<file path="config.mk">
export PLATFORM = sky130hd
export DESIGN_NAME = peak_level_meter_flat
export DESIGN_NICKNAME = d
export VERILOG_FILES = /design/src/rtl/peak_level_meter_pkg.sv /design/src/rtl/peak_level_meter_if.sv /design/src/rtl/peak_level_meter_tick_prescaler.sv /design/src/rtl/peak_level_meter.sv /design/src/flat_wrapper.sv
export SDC_FILE = /design/constraint.sdc
export NUM_CORES = 1
export LEC_CHECK = 0
export ABC_AREA = 1
export BUFFER_PORTS_ARGS = -buffer_cell sky130_fd_sc_hd__buf_2
export CAP_MARGIN = 20
export CORE_MARGIN = 3
export CORE_UTILIZATION = 50
export CTS_BUF_LIST = sky130_fd_sc_hd__clkbuf_16
export DETAILED_ROUTE_END_ITERATION = 12
export PLACE_DENSITY_LB_ADDON = 0.08
export SLEW_MARGIN = 0
export SYNTH_ARGS = -nofsm -noshare
export SYNTH_HDL_FRONTEND = slang
export SYNTH_HIERARCHICAL = 1
export SYNTH_SLANG_ARGS = --single-unit
</file>
<file path="constraint.sdc">
create_clock -name clock -period 2.3 [get_ports clock]
set_input_delay 0.345 -clock clock [delete_from_list [all_inputs] [get_ports clock]]
set_output_delay 0.345 -clock clock [all_outputs]
set_load 0.005 [all_outputs]
</file>
<file path="src/rtl/peak_level_meter_pkg.sv">
// Shared types and helpers for the peak level meter: FSM states, level geometry
// and the thermometer encoder feeding the LED bar graph.
package level_meter_pkg;

   localparam int LEVELS  = 8;
   localparam int LEVEL_W = 4;

   typedef enum logic [1:0] {
      IDLE,
      HOLD,
      DECAY
   } state_t;

   function automatic logic [LEVELS-1:0] thermo(input logic [LEVEL_W-1:0] level);
      logic [LEVELS-1:0] code;
      code = '0;
      for (int unsigned i = 0; i < LEVELS; i++) begin
         if (i < 32'(level)) code[i] = 1'b1;
      end
      return code;
   endfunction

endpackage

</file>
<file path="src/rtl/peak_level_meter_if.sv">
// Sample-in / level-out bus of the peak level meter.
// Clip signals exist only when CLIP_DETECT_EN is defined.
interface peak_level_meter_if #(
   parameter int SAMPLE_W = 12
);
   import level_meter_pkg::*;

   logic                sample_valid;
   logic [SAMPLE_W-1:0] sample;
   logic [LEVELS-1:0]   level_code;
   logic [LEVEL_W-1:0]  level_idx;
`ifdef CLIP_DETECT_EN
   logic                clip;
   logic                clip_clr;

   modport master (
      output sample_valid, sample, clip_clr,
      input  level_code, level_idx, clip
   );
   modport slave (
      input  sample_valid, sample, clip_clr,
      output level_code, level_idx, clip
   );
`else
   modport master (
      output sample_valid, sample,
      input  level_code, level_idx
   );
   modport slave (
      input  sample_valid, sample,
      output level_code, level_idx
   );
`endif

endinterface

</file>
<file path="src/rtl/peak_level_meter_tick_prescaler.sv">
// Free-running divider producing a one-cycle decay tick every TICK_DIV clocks.
module tick_prescaler #(
   parameter int TICK_DIV = 50000
) (
   input  logic clock,
   input  logic resetn,
   output logic tick
);

   localparam int CNT_W = $clog2(TICK_DIV);

   logic [CNT_W-1:0] cnt;

   always_ff @(posedge clock or negedge resetn) begin
      if (!resetn)                         cnt <= '0;
      else if (cnt == CNT_W'(TICK_DIV - 1)) cnt <= '0;
      else                                 cnt <= cnt + CNT_W'(1);
   end

   assign tick = (cnt == CNT_W'(TICK_DIV - 1));

endmodule

</file>
<file path="src/rtl/peak_level_meter.sv">
// VU-style peak meter: sample magnitude -> level 0..8, peak hold then stepped decay.
// Optional sticky clip flag is built when CLIP_DETECT_EN is defined.
module peak_level_meter
   import level_meter_pkg::*;
#(
   parameter int SAMPLE_W    = 12,
   parameter int TICK_DIV    = 50000,
   parameter int HOLD_TICKS  = 500,
   parameter int DECAY_TICKS = 20
) (
   input logic               clock,
   input logic               resetn,
   peak_level_meter_if.slave bus
);

   localparam int MAG_W  = SAMPLE_W - 1;
   localparam int HOLD_W = $clog2(HOLD_TICKS + 1);
   localparam int DEC_W  = $clog2(DECAY_TICKS + 1);

   logic                tick;
   logic [SAMPLE_W-1:0] neg;
   logic [MAG_W-1:0]    mag;
   logic [LEVEL_W-1:0]  lvl_d;
   logic [LEVEL_W-1:0]  lvl1;
   logic                v1;
   logic                capture;

   state_t              state_q, state_nx;
   logic [LEVEL_W-1:0]  peak_q, peak_nx;
   logic [HOLD_W-1:0]   hold_q, hold_nx;
   logic [DEC_W-1:0]    dec_q, dec_nx;
   logic [LEVELS-1:0]   code_q, code_nx;

   tick_prescaler #(.TICK_DIV(TICK_DIV)) u_prescaler (
      .clock  (clock),
      .resetn (resetn),
      .tick   (tick)
   );

   // Stage 1: magnitude (most-negative saturates) quantised on its top three bits
   always_comb begin
      neg = SAMPLE_W'(0) - bus.sample;
      if (!bus.sample[SAMPLE_W-1])          mag = bus.sample[MAG_W-1:0];
      else if (bus.sample[MAG_W-1:0] == '0) mag = '1;
      else                                  mag = neg[MAG_W-1:0];
      lvl_d = (mag == '0) ? '0 : {1'b0, mag[MAG_W-1 -: 3]} + LEVEL_W'(1);
   end

   always_ff @(posedge clock or negedge resetn) begin
      if (!resetn) begin
         v1   <= 1'b0;
         lvl1 <= '0;
      end else begin
         v1   <= bus.sample_valid;
         lvl1 <= bus.sample_valid ? lvl_d : '0;
      end
   end

`ifdef CLIP_DETECT_EN
   logic full_scale;
   logic clip_q;

   assign full_scale = bus.sample_valid &&
                       (bus.sample[MAG_W-1:0] == {MAG_W{~bus.sample[SAMPLE_W-1]}});

   always_ff @(posedge clock or negedge resetn) begin
      if (!resetn)           clip_q <= 1'b0;
      else if (full_scale)   clip_q <= 1'b1;
      else if (bus.clip_clr) clip_q <= 1'b0;
   end

   assign bus.clip = clip_q;
`endif

   assign capture = v1 && (lvl1 != '0) && (lvl1 >= peak_q);

   always_ff @(posedge clock or negedge resetn) begin
      if (!resetn) begin
         state_q <= IDLE;
         peak_q  <= '0;
         hold_q  <= '0;
         dec_q   <= '0;
         code_q  <= '0;
      end else begin
         state_q <= state_nx;
         peak_q  <= peak_nx;
         hold_q  <= hold_nx;
         dec_q   <= dec_nx;
         code_q  <= code_nx;
      end
   end

   // A capture swallows a coincident tick; the prescaler itself keeps running
   always_comb begin
      state_nx = state_q;
      peak_nx  = peak_q;
      hold_nx  = hold_q;
      dec_nx   = dec_q;
      if (capture) begin
         state_nx = HOLD;
         peak_nx  = lvl1;
         hold_nx  = HOLD_W'(HOLD_TICKS);
      end else if (tick) begin
         case (state_q)
            IDLE: state_nx = IDLE;
            HOLD: begin
               if (hold_q == HOLD_W'(1)) begin
                  state_nx = DECAY;
                  hold_nx  = '0;
                  dec_nx   = DEC_W'(DECAY_TICKS);
               end else begin
                  hold_nx = hold_q - HOLD_W'(1);
               end
            end
            DECAY: begin
               if (dec_q == DEC_W'(1)) begin
                  peak_nx = peak_q - LEVEL_W'(1);
                  dec_nx  = DEC_W'(DECAY_TICKS);
                  if (peak_q == LEVEL_W'(1)) state_nx = IDLE;
               end else begin
                  dec_nx = dec_q - DEC_W'(1);
               end
            end
            default: state_nx = IDLE;
         endcase
      end
   end

   always_comb begin
      code_nx = thermo(peak_nx);
   end

   assign bus.level_code = code_q;
   assign bus.level_idx  = peak_q;

endmodule

</file>
<file path="src/flat_wrapper.sv">
// flat-port wrapper written by rule: the top's interface ports become plain ports
module peak_level_meter_flat import level_meter_pkg::*;
#(
   parameter int SAMPLE_W    = 12,
   parameter int TICK_DIV    = 50000,
   parameter int HOLD_TICKS  = 500,
   parameter int DECAY_TICKS = 20
)
  (clock, resetn, bus_sample_valid, bus_sample, bus_level_code, bus_level_idx);
  peak_level_meter_if #(.SAMPLE_W(SAMPLE_W)) bus_i ();
  input logic clock;
  input logic resetn;
  input wire logic [$bits(bus_i.sample_valid)-1:0] bus_sample_valid;
  input wire logic [$bits(bus_i.sample)-1:0] bus_sample;
  output wire logic [$bits(bus_i.level_code)-1:0] bus_level_code;
  output wire logic [$bits(bus_i.level_idx)-1:0] bus_level_idx;
  assign bus_i.sample_valid = bus_sample_valid;
  assign bus_i.sample = bus_sample;
  assign bus_level_code = bus_i.level_code;
  assign bus_level_idx = bus_i.level_idx;
  peak_level_meter #(.SAMPLE_W(SAMPLE_W), .TICK_DIV(TICK_DIV), .HOLD_TICKS(HOLD_TICKS), .DECAY_TICKS(DECAY_TICKS)) u_core (.clock(clock), .resetn(resetn), .bus(bus_i));
endmodule
</file>
# Word-level counts from Yosys, hierarchy flattened
# Cells that the tools add are included.
# Widths: inputs -> output; s select.
[totals]
reg_bits = 49
in_bits = 15
word_cells = 75
[op_classes]
addsub = 6
order_cmp = 9
n_eq_ne = 10
n_mux = 30
n_bitwise = 1
reduce_logical = 11
[ops]
columns = ["cell", "count"]
rows = [
  ["$mux 9", 4],
  ["$mux 4", 6],
  ["$logic_not 11->1", 2],
  ["$mux 11", 2],
  ["$add 16x1->16 const B", 1],
  ["$eq 16x16->1 const B", 1],
  ["$lt 3x4->1 const A", 4],
  ["$mux 16", 1],
  ["$sub 1x11->11 const A", 1],
  ["$mux 2", 5],
  ["$mux 5", 2],
  ["$pmux 5 s2", 1],
  ["$eq 9x1->1 const B", 1],
  ["$ne 3x1->1 const B", 3],
  ["$sub 9x1->9 const B", 1],
  ["$lt 1x4->1 const A", 2],
  ["$lt 2x4->1 const A", 2],
  ["$mux 1", 8],
  ["$reduce_and 4->1", 2],
  ["$reduce_bool 2->1", 3],
  ["$eq 5x1->1 const B", 1],
  ["$sub 5x1->5 const B", 1],
  ["$add 3x1->4 const B", 1],
  ["$eq 4x1->1 const B", 1],
  ["10 further kinds", 11],
]

# Depth between registers and ports, before layout
# Gate-level depths: netlist of the first run.
[depth]
depth_word = 7
ltp_mapped = 17
depth_no_buf = 17

# Cells and area by module
# The synthesis of the first run kept the hierarchy.
[by_module_without_submodules]
columns = ["module", "instances", "cells_each", "area_each_um2", "seq_area_each_um2"]
rows = [
  ["peak_level_meter", 1, 309, 2224.6, 800.8],
  ["tick_prescaler", 1, 121, 877.1, 400.4],
]

# Least setup slack after synthesis of the first run
# No wires, ideal clock.
[synth_path]
path_type = "input to register"
from = "in bus_sample[0]"
to = "reg u_core.lvl1[2]"
setup_ps = 120
arrival_time_ps = 1784
required_ps = 2180
setup_slack_ps = 396
stages = 16
path_buffers = 0
path_cell_list = "inv_1 ha_1 inv_1 nor3_1 nand2_1 nand3_1 o21ai_1 nor2_2 ha_1 nand2_1 nor2_1 nand3_1 nor2_1 nand3_1 nand2_1 nor2_1"
[synth_via]
elab_chain_cells = 6
[synth_lines]
columns = ["element", "line_no", "text"]
rows = [
  ["start: declaration", "flat_wrapper.sv:14", "input wire logic [$bits(bus_i.sample)-1:0] bus_sample;"],
  ["$sub 1x11->11 or $logic_not 11->1 (tied branches)", "peak_level_meter.sv:42, peak_level_meter.sv:44", ""],
  ["$mux 11", "peak_level_meter.sv:44", "else if (bus.sample[MAG_W-1:0] == '0) mag = '1;"],
  ["$mux 11 (*)", "peak_level_meter.sv:43", "if (!bus.sample[SAMPLE_W-1]) mag = bus.sample[MAG_W-1:0];"],
  ["$add 3x1->4 or $logic_not 11->1 (tied branches)", "peak_level_meter.sv:46", "lvl_d = (mag == '0) ? '0 : {1'b0, mag[MAG_W-1 -: 3]} + LEVEL_W'(1);"],
  ["$mux 4 (*)", "peak_level_meter.sv:46", ""],
  ["$mux 4 (*)", "peak_level_meter.sv:55", "lvl1 <= bus.sample_valid ? lvl_d : '0;"],
  ["end signal: assignment", "peak_level_meter.sv:55", ""],
  ["end: declaration", "peak_level_meter.sv:24", "logic [LEVEL_W-1:0] lvl1;"],
]
# Every way passes the cells marked *; elsewhere a longest branch is shown, timed or not.
# A chain may end at the register's enable or synchronous reset.

# Final worst setup path of the first run
[layout_path]
from = "reg u_core.u_prescaler.cnt[0]"
to = "reg u_core.code_q[1] (netlist: u_core/bus.level_code[1])"
[layout_via]
elab_chain_cells = 5
[layout_lines]
columns = ["element", "line_no", "text"]
rows = [
  ["start: declaration", "peak_level_meter_tick_prescaler.sv:12", "logic [CNT_W-1:0] cnt;"],
  ["start signal: assignment", "peak_level_meter_tick_prescaler.sv:17", "else cnt <= cnt + CNT_W'(1);"],
  ["$eq 16x16->1", "peak_level_meter_tick_prescaler.sv:20", "assign tick = (cnt == CNT_W'(TICK_DIV - 1));"],
  ["net u_core.tick", "peak_level_meter.sv:20", "logic tick;"],
  ["$mux 4", "peak_level_meter.sv:103", "end else if (tick) begin"],
  ["$mux 4", "peak_level_meter.sv:99", "if (capture) begin"],
  ["$lt 1x4->1", "peak_level_meter_pkg.sv:18", "if (i < 32'(level)) code[i] = 1'b1;"],
  ["$mux 1", "peak_level_meter_pkg.sv:18", ""],
  ["net u_core.code_nx[1]", "peak_level_meter.sv:32", "logic [LEVELS-1:0] code_q, code_nx;"],
  ["end signal: assignment", "peak_level_meter.sv:89", "code_q <= code_nx;"],
  ["end: declaration", "peak_level_meter.sv:32", ""],
]
# The timed path passes the listed nets, and every way through them passes these cells.

==> summary by stage, run 1 <==
Outcome
The run finished with clean final reports.

Die
The vertical die dimension is 84.8 um. For this configuration, the core starts out at a cell density of 52.1%. The die boundary width is 84.8 um. In this run the standard cell core region covers 5960 um^2. The die covers 7180 um^2. The placement row count is 28.

The number of primary I/O pins is 27.

CTS
The H-tree generated during clock tree synthesis spans 2 levels. TritonCTS built the clock tree. The maximum buffer depth of the clock tree is 2.

The number of sinks on the clock net is 48. The tree is rooted in a sky130_fd_sc_hd__clkbuf_16. Clock latency on the worst-skew pair, taken at its later pin, is 0.28 ns.

In this run, CTS created clock tree buffers numbering 5. The cts-stage hold buffer count is 0. Clock-pin slew was measured on the worst setup and hold paths at 0.06 ns.

Setup path
The worst path required time is 2.46 ns. The dominant cell type by count on the critical path is sky130_fd_sc_hd__nand2_1. The reg2reg setup slack is 0.21 ns. The critical path in this run is classified as reg2reg. The critical path goes through ha_2 > nand3_2 > nor2_1 > nand2_2 > inv_4 > nand2_1 > inv_2 > nand3_4 > nor2_2 > nand3_1 > nand2_1 > nand2_1 > nand2_4 > nand3_1. The peak fanout along the critical path is 8. Among all stages on the critical path, the largest delay is contributed by sky130_fd_sc_hd__dfrtp_1. Among cell families on the critical path, the largest total delay comes from simple AND/OR/NAND/NOR gates.

The largest stage delay on the critical path is 0.40 ns. The worst setup path is captured at a register. The buffering stage count on the worst path with inverters included is 2. The element type at the critical path start is a register.

The critical path data arrival time is 2.26 ns.

Power and ir drop
The power density of the placed cells is 712 nW/um^2. The leakage component of the power is 1.88 nW. The maximum vdd drop is 0.000574 V.

STA
After routing, the total negative slack on setup checks comes to 0 ns. The number of setup violations in the final report is 0. Final hold analysis gives a worst-case slack of 0.159 ns. The period utilization is 91.1%. The clock arrives with 0.00696 ns of skew. The shortest period the worst path allows is 2.09 ns. Setup repair after global routing left no endpoint under its margin. For the pin with the worst max-slew slack, the measured transition is 0.614 ns.

The worst pin sits at a relative slew slack of 59.0%. The number of hold-slack violations in the final timing report came to 0. The max-slew violation total from the final report is 0. The fmax is 0.477 GHz.

Synth
The leading register cell type out of synthesis is sky130_fd_sc_hd__dfrtp_1. The register area share after synthesis is 38.7%. The synthesized flop and latch total is 48. The mean instance size in the synthesized netlist is 7.21 um^2.

The distinct cell type count of the synthesized netlist is 31. The number of warnings issued by yosys is 6. By area the synthesized netlist is led by sky130_fd_sc_hd__dfrtp_1, sky130_fd_sc_hd__nand2_1, sky130_fd_sc_hd__inv_1. The number of enable-type register cells in the synthesized netlist is 0. The fraction of registers with async set/reset is 100%.

The number of nets in the synthesized netlist is 461. The area fraction of the dominant cell type after synthesis is 38.7%. The cell area that synthesis handed to floorplanning was 3100 um^2. The synthesized netlist cell count is 430. The largest total area in the synthesized netlist belongs to sky130_fd_sc_hd__dfrtp_1.

Routing
The via density per instance is 4.87. For this run, the detailed router's first-pass iteration total came to 4. The final routed wirelength across all metal layers is 5790 um. The final route contains 2,623 vias. For this run, design rule violations remaining after detail routing come to 0. In this run the remaining antenna-violating nets after routing total 0. The average wire per cell in the routed design is 10.7 um.

The count of routing violations after the opening detailed-route iteration is 125.

Global routing
The aggregate global routing overflow is 0. For met2 alone, demand over resource in global routing was 31.6%. Entering global routing, the biggest net connects 49 pins.

The number of antenna violations at the first check in global routing came to 0. The via count of the first global-routing pass was 2,576. For this run, the total global-route usage over all layers was measured as 17.6%. The first global-routing pass estimated 10,600 um of wire. In this run the most used layer during global routing was met2. The global routing usage on met3 is 3.83%. For met1 alone, demand over resource in global routing was 20.5%.

Placed design
The HPWL after detailed placement is 4400 um. The count of buffers added on input and output ports is 26. The congestion estimate from routability-driven global placement came to 0.930.

Cells and area
The antenna diode count is 0. Cells fill 58.3% of the core in the end. In the layout the commonest cells are sky130_fd_sc_hd__nand2_1, sky130_fd_sc_hd__inv_1, sky130_fd_sc_hd__nor2_1. The final net count is 494. The area added between synthesis and finish is 12.0%.

Leaving out fill and tap cells, the most frequent cell in the layout is sky130_fd_sc_hd__nand2_1. The post-route netlist has 15.7% of its cells at a drive strength greater than 1.

Min path
The path class of the tightest hold or removal check is in2async.

Run
The tool flagged a number of max-cap violations equal to 0.
-- path summary, 6_finish.rpt --
| path | start | cells after the start | endpoint |
|---|---|---|---|
| setup reg to reg | u_core/u_prescaler/cnt[0]$_DFF_PN0_ | 14 | u_core/bus.level_code[1]$_DFF_PN0_ |
| max in group asynchronous | resetn | 2 | u_core/u_prescaler/cnt[8]$_DFF_PN0_ |
| hold reg to reg | u_core/u_prescaler/cnt[0]$_DFF_PN0_ | 1 | u_core/u_prescaler/cnt[0]$_DFF_PN0_ |
| hold / removal | resetn | 2 | u_core/u_prescaler/cnt[2]$_DFF_PN0_ |
| setup / recovery | u_core/u_prescaler/cnt[0]$_DFF_PN0_ | 14 | u_core/bus.level_code[1]$_DFF_PN0_ |
| min in group clock | bus_sample_valid | 1 | u_core/v1$_DFF_PN0_ |
-- logic make-up after synthesis --
logic type	share of synthesized area, %
AOI/OAI and AO/OA	5.57
xor gates and xnor gates	3.39
adders and majority gates	6.45
buffers and inverters	10.1
DFF	38.7
and+or+nand+nor	35.8
-- state kept, by name (all words and copies together) (netlist names) --
name,cells
u_core/hold_q,9
u_core/u_prescaler/cnt,16
u_core/bus.level_idx,3
u_core/lvl1,4
u_core/dec_q,5
u_core/v1,1
u_core/state_q,2
u_core/bus.level_code,8
-- power breakdown --
part           internal (mW)  switching [mW]
Combinational          0.286           0.490
Sequential             0.956          0.0572
Clock                  0.395           0.290
-- cells in the mapped netlist (2+ instances only) --
cell                      count
sky130_fd_sc_hd__nor2_2       7
sky130_fd_sc_hd__buf_4        2
sky130_fd_sc_hd__o21ai_1      9
sky130_fd_sc_hd__a21oi_1      5
sky130_fd_sc_hd__nand2_1    113
sky130_fd_sc_hd__nand3_1     35
sky130_fd_sc_hd__nand2_2      8
sky130_fd_sc_hd__a31oi_1      3
sky130_fd_sc_hd__ha_1        16
sky130_fd_sc_hd__nand3_2      3
sky130_fd_sc_hd__nand2_4      2
sky130_fd_sc_hd__or2_2        2
sky130_fd_sc_hd__o21ai_0      8
sky130_fd_sc_hd__inv_2        9
sky130_fd_sc_hd__xor2_1      11
sky130_fd_sc_hd__dfrtp_1     48
sky130_fd_sc_hd__nor3_1       3
sky130_fd_sc_hd__nor2_1      55
sky130_fd_sc_hd__inv_1       69
sky130_fd_sc_hd__nand4_1     11
-- per-layer routing --
metal	part of all wire (%)	up-vias
li1	-	1399
met1	47	1188
met2	49	27
met3	2.6	9
met4	1.6	0
met5	0	-
-- cell type report --
class	instances	area, um^2
inverter	78	295
clock buffer	5	125
clock inverter	3	15.0
multi-input combinational	301	1590
timing repair buffer	29	153
fill	582	2480
tap	75	93.8
sequential	48	1200
-- timing repair --
action / 4_1_cts / 5_1_grt
hold endpoints to repair: 0 / 0
buffers inserted: 0 / 0
endpoints found under the setup margin: 0 / 9
resized for setup: 0 / 3
-- through the flow --
step | total power [mW] | setup slack [ns] | cell area (um^2) | std cells
final | 2.47 | 0.205 | 3470 | 539
after global routing | 2.68 | 0.00652 | 3470 | 539
after CTS | 2.51 | 0.155 | 3470 | 539
after detailed placement | 1.82 | 0.116 | 3330 | 531
after global placement | 1.80 | 0.194 | 3330 | 531
after floorplan | 1.58 | 0.396 | 3100 | 430
Power figures use the tool's default switching activity.
==> inputs of run 2 (changes only) <==
clock period = 1.7 ns   (was 2.3 ns; I/O delays follow)
==> run 2 against run 1 <==
The flow now finishes with violations (setup timing); utilization rose by 13 points; largest power group is now combinational logic; critical endpoint is now u_core/u_prescaler/cnt[9]$_DFF_PN0_; critical path type unchanged; worst setup slack worse by 0.37 ns; clock-buffer cell count is the same; non-clock buffer count rose by 70; power is 53% higher; final cell count rose by 13%; die area is the same; sequential share of layout area shrank 6.2 points; critical path depth fell by 2; first-iteration DRC count up 14%.
==> summary by stage, run 2 (synthesized netlist as in run 1, its figures left out) <==
Outcome
Outcome: finished, violations left (was finished, final reports clean). The final reports fail on setup timing.

STA
Unrepaired setup endpoints after global routing: true (was false). The measured slew at the worst slew-check pin is 0.534 ns (was 0.614 ns). The largest clock skew in the final design is 0.00605 ns (was 0.00696 ns). The worst hold slack is 0.121 ns (was 0.159 ns). The max-slew violation total from the final report came to 0 (unchanged). The total negative setup slack is -2.31 ns (was 0 ns). The number of setup violations in the final report is 21 (was 0). The shortest period the worst path allows is 1.86 ns (was 2.09 ns). The number of hold-slack violations in the final timing report is 0 (unchanged). The period utilization is 109% (was 91.1%).

The headroom to the max-slew limit is 64.4% (was 59.0%). The fmax is 0.538 GHz (was 0.477 GHz). The worst setup slack after layout is -0.160 ns (was 0.205 ns).

Cells and area
The area added between synthesis and finish is 36.4% (was 12.0%). Commonest non-fill, non-tap cells in the layout: sky130_fd_sc_hd__nand2_1, sky130_fd_sc_hd__buf_4, sky130_fd_sc_hd__inv_1 (was sky130_fd_sc_hd__nand2_1, sky130_fd_sc_hd__inv_1, sky130_fd_sc_hd__nor2_1). The most frequent standard cell in the layout excluding fill and tap cells is sky130_fd_sc_hd__nand2_1 (unchanged). The total of fill cells in the finished design is 488 (was 582). The proportion of layout cells with a drive suffix above 1 was 33.7% (was 15.7%). The finished layout cell area is 4230 um^2 (was 3470 um^2). The antenna diode count was 0 (unchanged). The final net count is 564 (was 494).

The register name with the most flops was u_core/u_prescaler/cnt (unchanged). The non-filler instance count after layout is 609 (was 539). The flip-flop count of the largest register, all copies and words added is 16 (unchanged).

Routing
The via count is 3,005 (was 2,623). The length of the first detailed-routing pass in iterations is 5 (was 4). The count of routing violations after the opening detailed-route iteration was 142 (was 125). The via density per instance is 4.93 (was 4.87).

The post-detailed-route DRC marker count came to 0 (unchanged). The remaining antenna violation count was 0 (unchanged). The final routed wirelength across all metal layers came to 7170 um (was 5790 um). The average wire per cell in the routed design is 11.8 um (was 10.7 um).

Min path
The path with the worst hold slack has its endpoint at u_core/v1$_DFF_PN0_. The number of instances on the worst hold path is 1. The worst min-delay path class is in2reg (was in2async). The worst hold path begins at bus_sample_valid.

CTS
The TritonCTS clock tree is yes (unchanged). The number of sinks on the clock net is 48 (unchanged). The clock-pin slew on the worst setup and hold paths came to 0.07 ns (was 0.06 ns). The later-pin clock latency in the skew report is 0.29 ns (was 0.28 ns).

The root buffer cell is sky130_fd_sc_hd__clkbuf_16 (unchanged). The maximum buffer depth of the clock tree is 2 (unchanged). The number of H-tree levels is 2 (unchanged). The number of buffers added by the clock tree synthesis step is 5 (unchanged).

Global routing
The first-pass GRT wire length is 12,100 um (was 10,600 um). The via count of the first global-routing pass is 2,911 (was 2,576). The largest net degree at the start of global routing was 28 (was 49). The aggregate global routing overflow is 0 (unchanged). The all-layer global routing usage is 20.2% (was 17.6%).

The number of antenna violations at the first check in global routing is 0 (unchanged).

Setup path
The path depth of the worst reg2reg path was 12 (was 14). The critical path class is reg2reg (unchanged). The worst path required time was 1.86 ns (was 2.46 ns).

The critical register-to-register path startpoint is u_core/u_prescaler/cnt[4]$_DFF_PN0_ (was u_core/u_prescaler/cnt[0]$_DFF_PN0_). The worst flop-to-flop path endpoint was u_core/u_prescaler/cnt[9]$_DFF_PN0_ (was u_core/bus.level_code[1]$_DFF_PN0_). The type of element capturing the critical path was a register (unchanged). The element type at the critical path start was a register (unchanged). The reg2reg setup slack is -0.16 ns (was 0.21 ns). The peak fanout along the critical path is 5 (was 8). The critical path data arrival time came to 2.02 ns (was 2.26 ns).

Die
The core area was 5960 um^2 (unchanged). The vertical die dimension is 84.8 um (unchanged). The placement row count is 28 (unchanged). The number of primary I/O pins was 27 (unchanged). The initial standard-cell utilization of the core is 52.1% (unchanged). The floorplan die area is 7180 um^2 (unchanged).

The die boundary width is 84.8 um (unchanged).

Placed design
The count of input and output buffers is 26 (unchanged). The routability-driven placement congestion ratio is 0.912 (was 0.930). The number of instances in the placed design is 585 (was 531). The HPWL after detailed placement is 5070 um (was 4400 um). The post-detailed-placement cell area is 3810 um^2 (was 3330 um^2).

Power and ir drop
The power density of the placed cells came to 892 nW/um^2 (was 712 nW/um^2). The power consumption was 3.77 mW (was 2.47 mW). The maximum vdd drop came to 0.000783 V (was 0.000574 V). The leakage component of the power was 2.26 nW (was 1.88 nW).

Run
The number of maximum-capacitance violations is 0 (unchanged).
-- run 2: repair_timing --
action / CTS / global route
resized for setup: 11 / 39
buffers inserted: 9 / 6
endpoints found under the setup margin: 15 / 35
endpoints found under the hold margin: 21 / 0
pin swaps: 4 / 23
hold buffers: 1 / 0
-- run 2: cell type report --
type	instances	area (um^2)	share of cell area [%]
multi-input combinational	301	1770	41.8
timing repair buffer	99	721	17.0
clock inverter	3	15.0	0.355
clock buffer	5	125	2.96
sequential	48	1200	28.4
tap	75	93.8	2.22
inverter	78	308	7.28
-- run 2: report_power, final --
group | internal, mW | leakage [nW] | switching [mW]
clock network | 0.535 | 0.0687 | 0.407
registers | 1.29 | 0.588 | 0.0566
logic | 0.640 | 1.61 | 0.843
-- run 2: worst max path at each step --
stage                                        startpoint                                   to  slack [ns]
floorplan           u_core/u_prescaler/cnt[0]$_DFF_PN0_   u_core/bus.level_code[0]$_DFF_PN0_       -0.07
global placement                          bus_sample[0]             u_core/lvl1[0]$_DFF_PN0_       -0.18
detailed placement                        bus_sample[0]             u_core/lvl1[0]$_DFF_PN0_       -0.24
CTS                 u_core/u_prescaler/cnt[1]$_DFF_PN0_   u_core/bus.level_code[1]$_DFF_PN0_       -0.08
global route        u_core/u_prescaler/cnt[0]$_DFF_PN0_   u_core/bus.level_code[4]$_DFF_PN0_       -0.24
finish              u_core/u_prescaler/cnt[4]$_DFF_PN0_  u_core/u_prescaler/cnt[9]$_DFF_PN0_       -0.16
-- run 2: per-stage QoR --
| step | worst slack (ns) | utilization, % |
|---|---|---|
| floorplan | -0.0730 | - |
| global placement | -0.181 | 64.0 |
| detailed placement | -0.241 | 64.0 |
| CTS | -0.0834 | 68.2 |
| global route | -0.236 | 71.0 |
| finish | -0.160 | 71.0 |
-- run 2: critical path, stage by stage, from the launching register on --
cell	delay [ns]
sky130_fd_sc_hd__dfrtp_1	0.38
sky130_fd_sc_hd__nor2_1	0.13
sky130_fd_sc_hd__nand3_1	0.13
sky130_fd_sc_hd__nor2_2	0.15
sky130_fd_sc_hd__nand2_2	0.10
sky130_fd_sc_hd__buf_4	0.14
sky130_fd_sc_hd__buf_4	0.12
sky130_fd_sc_hd__buf_4	0.12
sky130_fd_sc_hd__buf_4	0.12
sky130_fd_sc_hd__buf_4	0.13
sky130_fd_sc_hd__buf_6	0.12
sky130_fd_sc_hd__nand2_1	0.06
sky130_fd_sc_hd__nor2_1	0.04
-- run 2: routing by layer --
layer  wire (um)  up-vias  track usage, %
met5           0        -               0
met4         104        0            7.63
met3         234       14            4.22
met2        3830       52            36.0
met1        3010     1399            23.8
li1            -     1540               -
